<file path="src/rtl/mdio_pkg.sv">
// Shared MDIO clause-22 frame constants and FSM state encoding.
// Imported by the peripheral front end and its helpers.
package mdio_pkg;

  localparam logic [1:0] OP_READ  = 2'b10;
  localparam logic [1:0] OP_WRITE = 2'b01;
  localparam logic [1:0] ST       = 2'b01;
  localparam logic [1:0] TA_WRITE = 2'b10;

  localparam int OP_LEN   = 2;
  localparam int AD_LEN   = 5;
  localparam int TA_LEN   = 2;
  localparam int DATA_LEN = 16;

  typedef enum logic [3:0] {
    IDLE,
    START2,
    OP,
    PHYAD,
    REGAD,
    TA_RD,
    RD_SHIFT,
    TA_WR,
    WR_SHIFT
  } mdio_state_e;

endpackage

</file>
<file path="src/rtl/mdio_sync_edge.sv">
// 2-flop synchronizer with one-clk rise/fall pulses.
// Ports: clk, reset (async low), d in; rise, fall pulses out.
module mdio_sync_edge (
  input  logic clk,
  input  logic reset,
  input  logic d,
  output logic rise,
  output logic fall
);

  logic s1, s2, s3;

  always_ff @(posedge clk or negedge reset) begin
    if (!reset) begin
      s1 <= 1'b0;
      s2 <= 1'b0;
      s3 <= 1'b0;
    end else begin
      s1 <= d;
      s2 <= s1;
      s3 <= s2;
    end
  end

  assign rise = s2 & ~s3;
  assign fall = ~s2 & s3;

endmodule

</file>
<file path="src/rtl/mdio_peripheral_ctrl.sv">
// Clause-22 MDIO peripheral: frame decode, register file sequencing.
// Ports: clk/reset, MDC/MDIO_OUT in, MDIO_IN/OE out, ADDR/WR_*/RD_DATA.
module mdio_peripheral_ctrl #(
  parameter logic [4:0] PHY_ADDR     = 5'd1,
  parameter int         PREAMBLE_MIN = 32
) (
  input  logic        clk,
  input  logic        reset,
  input  logic        MDC,
  input  logic        MDIO_OUT,
  output logic        MDIO_IN,
  output logic        MDIO_OE,
  output logic [4:0]  ADDR,
  output logic [15:0] WR_DATA,
  output logic        WR_STB,
  input  logic [15:0] RD_DATA
);
  import mdio_pkg::*;

  localparam int PW = $clog2(PREAMBLE_MIN + 1);
  localparam logic [PW-1:0] PRE_SAT = PW'(PREAMBLE_MIN);
  localparam logic [4:0] OP_LAST = 5'(OP_LEN - 1);
  localparam logic [4:0] AD_LAST = 5'(AD_LEN - 1);
  localparam logic [4:0] TA_LAST = 5'(TA_LEN - 1);
  localparam logic [4:0] D_LAST  = 5'(DATA_LEN - 1);
  localparam logic [4:0] D_LEN   = 5'(DATA_LEN);

  logic rise, fall;
  logic md_s1, b;

  mdio_state_e state_q, state_d;
  logic [4:0]  cnt_q, cnt_d;
  logic [PW-1:0] pre_q, pre_d;
  logic        ign_q, ign_d;
  logic [1:0]  op_q, op_d;
  logic [14:0] sr_q, sr_d;
  logic [15:0] rd_q, rd_d;
  logic        arm_q, arm_d;
  logic        ld1_q, ld1_d, ld2_q;
  logic        pend_q, pend_d;
  logic [4:0]  addr_q, addr_d;
  logic [15:0] wd_q, wd_d;
  logic        oe_q, oe_d;
  logic        mi_q, mi_d;
  logic        stb_q;

  mdio_sync_edge u_mdc (
    .clk   (clk),
    .reset (reset),
    .d     (MDC),
    .rise  (rise),
    .fall  (fall)
  );

  always_ff @(posedge clk or negedge reset) begin
    if (!reset) begin
      md_s1   <= 1'b1;
      b       <= 1'b1;
      state_q <= IDLE;
      cnt_q   <= '0;
      pre_q   <= '0;
      ign_q   <= 1'b0;
      op_q    <= '0;
      sr_q    <= '0;
      rd_q    <= '0;
      arm_q   <= 1'b0;
      ld1_q   <= 1'b0;
      ld2_q   <= 1'b0;
      pend_q  <= 1'b0;
      addr_q  <= '0;
      wd_q    <= '0;
      oe_q    <= 1'b0;
      mi_q    <= 1'b1;
      stb_q   <= 1'b0;
    end else begin
      md_s1   <= MDIO_OUT;
      b       <= md_s1;
      state_q <= state_d;
      cnt_q   <= cnt_d;
      pre_q   <= pre_d;
      ign_q   <= ign_d;
      op_q    <= op_d;
      sr_q    <= sr_d;
      rd_q    <= rd_d;
      arm_q   <= arm_d;
      ld1_q   <= ld1_d;
      ld2_q   <= ld1_q;
      pend_q  <= pend_d;
      addr_q  <= addr_d;
      wd_q    <= wd_d;
      oe_q    <= oe_d;
      mi_q    <= mi_d;
      stb_q   <= pend_q;
    end
  end

  always_comb begin
    state_d = state_q;
    cnt_d   = cnt_q;
    pre_d   = pre_q;
    ign_d   = ign_q;
    op_d    = op_q;
    sr_d    = sr_q;
    rd_d    = rd_q;
    arm_d   = arm_q;
    ld1_d   = 1'b0;
    pend_d  = 1'b0;
    addr_d  = addr_q;
    wd_d    = wd_q;
    oe_d    = oe_q;
    mi_d    = mi_q;
    // register file data is valid one clk after ADDR moves
    if (ld2_q) rd_d = RD_DATA;
    if (rise) sr_d = {sr_q[13:0], b};
    unique case (state_q)
      IDLE: begin
        if (rise) begin
          if (b) begin
            if (pre_q != PRE_SAT) pre_d = pre_q + 1'b1;
          end else begin
            pre_d = '0;
            if (pre_q >= PRE_SAT) state_d = START2;
          end
        end
      end
      START2: begin
        if (rise) begin
          cnt_d   = '0;
          state_d = (b == ST[0]) ? OP : IDLE;
        end
      end
      OP: begin
        if (rise) begin
          cnt_d = cnt_q + 5'd1;
          if (cnt_q == OP_LAST) begin
            cnt_d = '0;
            op_d  = {sr_q[0], b};
            if ({sr_q[0], b} == OP_READ ||
                {sr_q[0], b} == OP_WRITE)
              state_d = PHYAD;
            else
              state_d = IDLE;
          end
        end
      end
      PHYAD: begin
        if (rise) begin
          cnt_d = cnt_q + 5'd1;
          if (cnt_q == AD_LAST) begin
            cnt_d   = '0;
            ign_d   = {sr_q[3:0], b} != PHY_ADDR;
            state_d = REGAD;
          end
        end
      end
      REGAD: begin
        if (rise) begin
          cnt_d = cnt_q + 5'd1;
          if (cnt_q == AD_LAST) begin
            cnt_d = '0;
            arm_d = 1'b0;
            if (!ign_q) addr_d = {sr_q[3:0], b};
            if (op_q == OP_READ) begin
              ld1_d   = 1'b1;
              state_d = TA_RD;
            end else begin
              state_d = TA_WR;
            end
          end
        end
      end
      TA_RD: begin
        if (rise) arm_d = 1'b1;
        if (fall && arm_q) begin
          cnt_d   = '0;
          state_d = RD_SHIFT;
          if (!ign_q) begin
            oe_d = 1'b1;
            mi_d = 1'b0;
          end
        end
      end
      RD_SHIFT: begin
        if (fall) begin
          if (cnt_q == D_LEN) begin
            oe_d    = 1'b0;
            mi_d    = 1'b1;
            state_d = IDLE;
          end else begin
            cnt_d = cnt_q + 5'd1;
            rd_d  = {rd_q[14:0], 1'b0};
            if (!ign_q) mi_d = rd_q[15];
          end
        end
      end
      TA_WR: begin
        if (rise) begin
          cnt_d = cnt_q + 5'd1;
          if (cnt_q != TA_LAST) begin
            if (b != TA_WRITE[1]) state_d = IDLE;
          end else begin
            cnt_d   = '0;
            state_d = (b == TA_WRITE[0]) ? WR_SHIFT : IDLE;
          end
        end
      end
      WR_SHIFT: begin
        if (rise) begin
          cnt_d = cnt_q + 5'd1;
          if (cnt_q == D_LAST) begin
            state_d = IDLE;
            if (!ign_q) begin
              wd_d   = {sr_q, b};
              pend_d = 1'b1;
            end
          end
        end
      end
      default: state_d = IDLE;
    endcase
  end

  assign MDIO_IN = mi_q;
  assign MDIO_OE = oe_q;
  assign ADDR    = addr_q;
  assign WR_DATA = wd_q;
  assign WR_STB  = stb_q;

endmodule

</file>
<file path="config.mk">
export PLATFORM = sky130hd
export DESIGN_NAME = mdio_peripheral_ctrl
export DESIGN_NICKNAME = d
export VERILOG_FILES = /design/src/rtl/mdio_pkg.sv /design/src/rtl/mdio_sync_edge.sv /design/src/rtl/mdio_peripheral_ctrl.sv
export SDC_FILE = /design/constraint.sdc
export NUM_CORES = 1
export LEC_CHECK = 0
export CAP_MARGIN = 0
export CORE_AREA = 5 5 95 97
export CTS_CLUSTER_DIAMETER = 120
export DETAILED_ROUTE_END_ITERATION = 8
export DIE_AREA = 0 0 100 102
export GPL_ROUTABILITY_DRIVEN = 0
export HOLD_SLACK_MARGIN = 0.05
export PLACE_DENSITY_LB_ADDON = 0.08
export SETUP_SLACK_MARGIN = 0.1
export SYNTH_ARGS = -nofsm -noshare
export SYNTH_HDL_FRONTEND = slang
export SYNTH_HIERARCHICAL = 1
export SYNTH_SLANG_ARGS = --single-unit
</file>
<file path="constraint.sdc">
create_clock -name clk -period 1.87 [get_ports clk]
set_input_delay 0.4675 -clock clk [delete_from_list [all_inputs] [get_ports clk]]
set_output_delay 0.4675 -clock clk [all_outputs]
set_load 0.03 [all_outputs]
</file>
-- After elaboration in Yosys (flattened, before gate mapping)
Cells that the tools add are included.
- mux-type cells: 64
- reductions and logical operators: 17
- magnitude comparators: 1
- div/mod/pow operators: 0
- multipliers: 0
- bitwise operators: 5
- add/sub/neg operators: 2
- equality and inequality tests: 41
- shifts and indexed selects: 0
- operators by type and width (kind ; count):
    4-bit two-way mux ; 19
    16-bit two-way mux ; 4
    5-bit two-way mux ; 11
    2-bit inequality test (second input constant) ; 19
    4-bit one-hot mux with 9 select lines ; 1
    5-bit one-hot mux with 7 select lines ; 1
    1-bit two-way mux ; 20
    17-bit AND reduction ; 1
    4-bit by 3-bit == test with 1-bit output (second input constant) ; 4
    6-bit two-way mux ; 2
    4-bit AND reduction ; 3
    5-bit by 1-bit inequality test with 1-bit output (second input constant) ; 2
    5-bit AND reduction ; 2
    3-bit AND reduction ; 3
    9-bit AND reduction ; 1
    4-bit by 2-bit == test with 1-bit output (second input constant) ; 2
    7-bit nonzero test ; 1
    6-bit by 1-bit adder with 6-bit output (second input constant) ; 1
    6-bit >= comparator (second input constant) ; 1
    2-bit two-way mux ; 3
    3-bit inequality test (second input constant) ; 2
    6-bit inequality test (second input constant) ; 1
    1-bit one-hot mux with 2 select lines ; 3
    5-bit by 1-bit adder with 5-bit output (second input constant) ; 1
    16 further kinds ; 22
- word-level logic and storage cells: 151
- flip-flop bits (word level): 82
- bits in writable memories: 0
- input bits: 20
- memories kept: 0
- output and inout port bits: 24
- bits in read-only memories: 0
- latch bits: 0

-- Logic depth before layout (Yosys ltp)
- word-level depth: 6
- depth in mapped cells: 8
- mapped depth without buffers: 8

-- Hierarchy
Netlist, hierarchy kept.
- modules (own cells, without submodules) (module ; cells an instance ; area each (um^2) ; instances ; seq. area each (um^2)):
    mdio_peripheral_ctrl ; 328 ; 3787.4 ; 1 ; 1980.6
    mdio_sync_edge ; 5 ; 90.1 ; 1 ; 75.1

-- Worst setup path before layout
Ideal clock, no wire load.
- path type: register to register
- from: reg cnt_q[0]
- to: reg state_q[0]
- setup time: 0.125 ns
- clock period less this slack: 1.999 ns
- arrival time: 1.874 ns
- data required time: 1.745 ns
- buffers on the path: 0
- slack: -0.129 ns
- stages on the path, launching flop included: 9
- path through: dfrtp_1 > ha_1 > and3_1 > ha_1 > nor2_1 > a2bb2oi_1 > or3_1 > nand4_2 > mux2_2
- cells in the longest elaborated chain, start to end: 4
- elaborated cells on any way between the ends: 15
- ends and longest elaborated chain (element ; RTL line ; text):
    from (decl) ; mdio_peripheral_ctrl.sv:32 ; logic [4:0] cnt_q, cnt_d;
    from (signal assigned) ; mdio_peripheral_ctrl.sv:79 ; cnt_q <= cnt_d;
    5-bit by 1-bit inequality test with 1-bit output ; mdio_peripheral_ctrl.sv:199 ; if (cnt_q != TA_LAST) begin
    4-bit two-way mux ; mdio_peripheral_ctrl.sv:199 ;
    4-bit two-way mux ; mdio_peripheral_ctrl.sv:197 ; if (rise) begin
    4-bit one-hot mux with 9 select lines ; mdio_peripheral_ctrl.sv:115 ; unique case (state_q)
    to (signal assigned) ; mdio_peripheral_ctrl.sv:78 ; state_q <= state_d;
    to (decl) ; mdio_peripheral_ctrl.sv:31 ; mdio_state_e state_q, state_d;
Several ways; a longest one is shown, not always the timed one. The select of a mux whose other input is x is not followed.
A chain may end at the register's enable or synchronous reset.

-- Worst setup path in the final report
- from: reg cnt_q[1]
- to: reg rd_q[13]
- cells in the longest elaborated chain, start to end: 4
- ends and longest elaborated chain (element ; RTL line ; text):
    5-bit == test ; mdio_peripheral_ctrl.sv:185 ; if (cnt_q == D_LEN) begin
    16-bit two-way mux ; mdio_peripheral_ctrl.sv:185 ;
    16-bit two-way mux ; mdio_peripheral_ctrl.sv:184 ; if (fall) begin
    16-bit two-way mux ; mdio_peripheral_ctrl.sv:115 ;
    named net rd_d[13] ; mdio_peripheral_ctrl.sv:37 ; logic [15:0] rd_q, rd_d;
    to (signal assigned) ; mdio_peripheral_ctrl.sv:84 ; rd_q <= rd_d;
    to (decl) ; mdio_peripheral_ctrl.sv:37 ;
The timed path passes the listed nets, and every way through them passes these cells.

==> out/results.tsv <==
metric	value	unit
vias	2926	
status	finished with violations	
peak supply drop	0.424	mV
Syn Nets	360	
ys flop type	dfrtp_1	
clock skew	0.0121	ns
initial core utilization	0.482	
Root Driver	clkbuf_8	
failing checks	setup timing	
Required @ worst endpoint	2.11	ns
Routed WL per cell	16.8	um
Metal-1 WL	4270	um
Final Hold Fails	0	
top-count cell post-synth	dfrtp_1	
Fmax achieved	0.480	GHz
layout cells sized above 1	0.432	
Max Cap Viol	0	
Antenna Cells	0	
CTS sink cnt	82	
initial antenna violation count	0	
crit start category	flop	
synthesized area	0.00388	mm^2
WS Path Type	reg -> reg	
Arr. time, crit path	2.32	ns
Reg power frac	0.579	
grt total ovfl	0	
Post-synth ARST share	1.00	
Crit path largest cell delay	0.40	ns
Cell Pwr Density	636	mW/mm^2
Synth area leaders	dfrtp_1, mux2_2, mux2i_1	
Horiz. Die Dim	100	um
post-synth top area cell	dfrtp_1	
Inst Count DP	503	
CTS tree	done	
power consumption	0.00353	W
Post-DP HPWL	5300	um
distinct cell type count after synthesis	56	
die height	102	um
nets@finish	457	
Design Area, Final	0.00555	mm^2
Worst path slowest cell	dfrtp_1	
core area	0.00805	mm^2
Comb pwr share	0.082	
CTS Buf Count	9	
Rows	33	
Setup crit end kind	flop	
Slew @ Worst Pin	0.508	ns
Mean Syn Cell Area	11.6	um^2
vias in the first global route	2999	
Tcrit/Tclk final	1.11	
FILL cells	586	
Worst path most repeated cell	buf_6	
share of the synthesized area in the top cell type	0.510	
Internal	0.00259	W
Yosys reg bits	82	
largest net degree at the start of global routing	83	
worst reg2reg setup slack	-0.21	ns
post-synthesis sequential area ratio	0.530	
RSZ-0062 raised after global routing	true	
synthesis-to-layout area growth	43.1	%
dpl cell area	0.00471	mm^2
Clk pwr share	0.339	
met3 wire len	350	um
Final ANT Viol Nets	0	
leakage	2.44	nW
total wire length	9050	um
IO Port Bufs	43	
final worst path period need	2.08	ns
most instantiated cells after synthesis	dfrtp_1, mux2_2, nor2_1, a21oi_1	
DRC	0	
die area	0.0102	mm^2
IO Pins	44	
Cell Chain, Critical Path	inv_2, buf_6, ha_4, nor4bb_4, nor3_2, buf_4, nand2_4, buf_6, buf_16, nor2_4, a21oi_2	
Yosys warnings	6	
number of synthesized flops with an enable pin	0	
sw power	0.000939	W
post-DR vias/cell	5.42	
first-pass GRT wire length	15000	um
H-tree depth	3	
final setup margin	-0.212	ns
max-slew violations	0	
Detailed Route Iter0 Violations	96	
CP max FO	7	
worst skew pair latency	0.36	ns
setup violators final	47	
Met2 Wirelength	4280	um
first-pass detailed-route iteration total	4	
Tot GR Track Use	0.185	
Max Used Layer	met4	
Cells after Synth	333	
relative slew slack	0.656	
clk slew on worst S/H paths	0.09	ns
Layout Cells excl Fill	540	
Sw Ratio	0.266	
clk buf depth	2	
HP Class	in -> async	
[routing by layer]
layer,vias up,track usage
li1,1401,-
met1,1441,0.262
met2,69,0.287
met3,15,0.0389
met4,0,0.0611
met5,-,0
[layout make-up]
| cell class | instances | area, um^2 | share of cell area |
|---|---|---|---|
| tap | 105 | 131 | 0.0237 |
| clock buffer | 10 | 128 | 0.0230 |
| clock inverter | 6 | 48.8 | 0.00879 |
| inverter | 8 | 32.5 | 0.00586 |
| timing repair buffer | 106 | 1030 | 0.186 |
| multi-input combinational | 223 | 2120 | 0.382 |
| sequential | 82 | 2060 | 0.371 |
[worst max-delay path: cells and delay by family (launching register included)]
| family | cells | cell delay [ns] |
|---|---|---|
| compound gates | 1 | 0.04 |
| fa+ha+maj | 1 | 0.16 |
| buf+inv | 5 | 0.68 |
| flops | 1 | 0.40 |
| simple gates | 4 | 0.70 |
[power groups by stage]
stage / Combinational (W) / Sequential, W / Clock [W]
2_1_floorplan: 0.000168 / 0.00203 / 0
3_3_place_gp: 0.000269 / 0.00207 / 0
3_5_place_dp: 0.000279 / 0.00207 / 0
4_1_cts: 0.000287 / 0.00204 / 0.00123
5_1_grt: 0.000325 / 0.00206 / 0.00130
6_report: 0.000290 / 0.00205 / 0.00120
[cell families (layout without fill, tap and decap cells)]
kind of cell / Yosys count / count (layout) / synth area share
compound gates: 55 / 55 / 0.0952
xor+xnor: 1 / 1 / 0.00226
fa+ha+maj: 7 / 7 / 0.0226
buf+inv: 28 / 130 / 0.0349
flops: 82 / 82 / 0.530
mux: 57 / 57 / 0.160
simple gates: 103 / 103 / 0.155
[repair_timing]
item	in CTS	in global routing
buffers inserted	15	2
endpoints found under the hold margin	0	0
gates cloned	4	0
pin swaps	16	6
resized for setup	119	21
endpoints found under the setup margin	72	53
hold buffers	0	0
[sequential cells by signal (all words and copies together) (netlist names), 2 cells and up]
register	cells
WR_DATA	16
state_q	4
op_q	2
pre_q	6
ADDR	5
rd_q	16
cnt_q	5
sr_q	15
[placed cells by master, fill, tap and decap left out, types with 4 or more instances in the layout]
cell	count
dfrtp_1	78
buf_4	46
mux2_4	25
dlygate4sd2_1	23
clkdlybuf4s50_1	18
mux2i_1	16
mux2_2	16
nand2_1	13
nor2_4	12
a21oi_1	12
buf_6	11
o21ai_0	9
clkbuf_8	9
a21oi_2	8
nor2_1	8
nor2_2	6
nand4_1	6
nand3_1	6
inv_1	5
nand2b_1	5
nor3_1	5
nor2b_1	4
ha_1	4
buf_16	4
[stage by stage]
stage / utilization / setup TNS, ns / setup WS [ns] / hold slack (ns)
global route: 0.689 / -9.39 / -0.303 / 0.145
finish: 0.689 / -5.85 / -0.212 / 0.102
global placement: 0.585 / -2.25 / -0.144 / 0.332
floorplan: - / -1.52 / -0.113 / 0.172
CTS: 0.674 / -1.95 / -0.143 / 0.144
detailed placement: 0.585 / -2.97 / -0.189 / 0.335
[worst paths after layout]
check,startpoint,cells after the start,endpoint
min reg2reg,ld1_q,0,ld2_q
min in group clk,ld1_q,0,ld2_q
min,reset,2,cnt_q[2]
max in group asynchronous,reset,2,ign_q
max reg2reg,cnt_q[1],11,rd_q[13]
max,cnt_q[1],11,rd_q[13]
(Power assumes the default switching activity.)
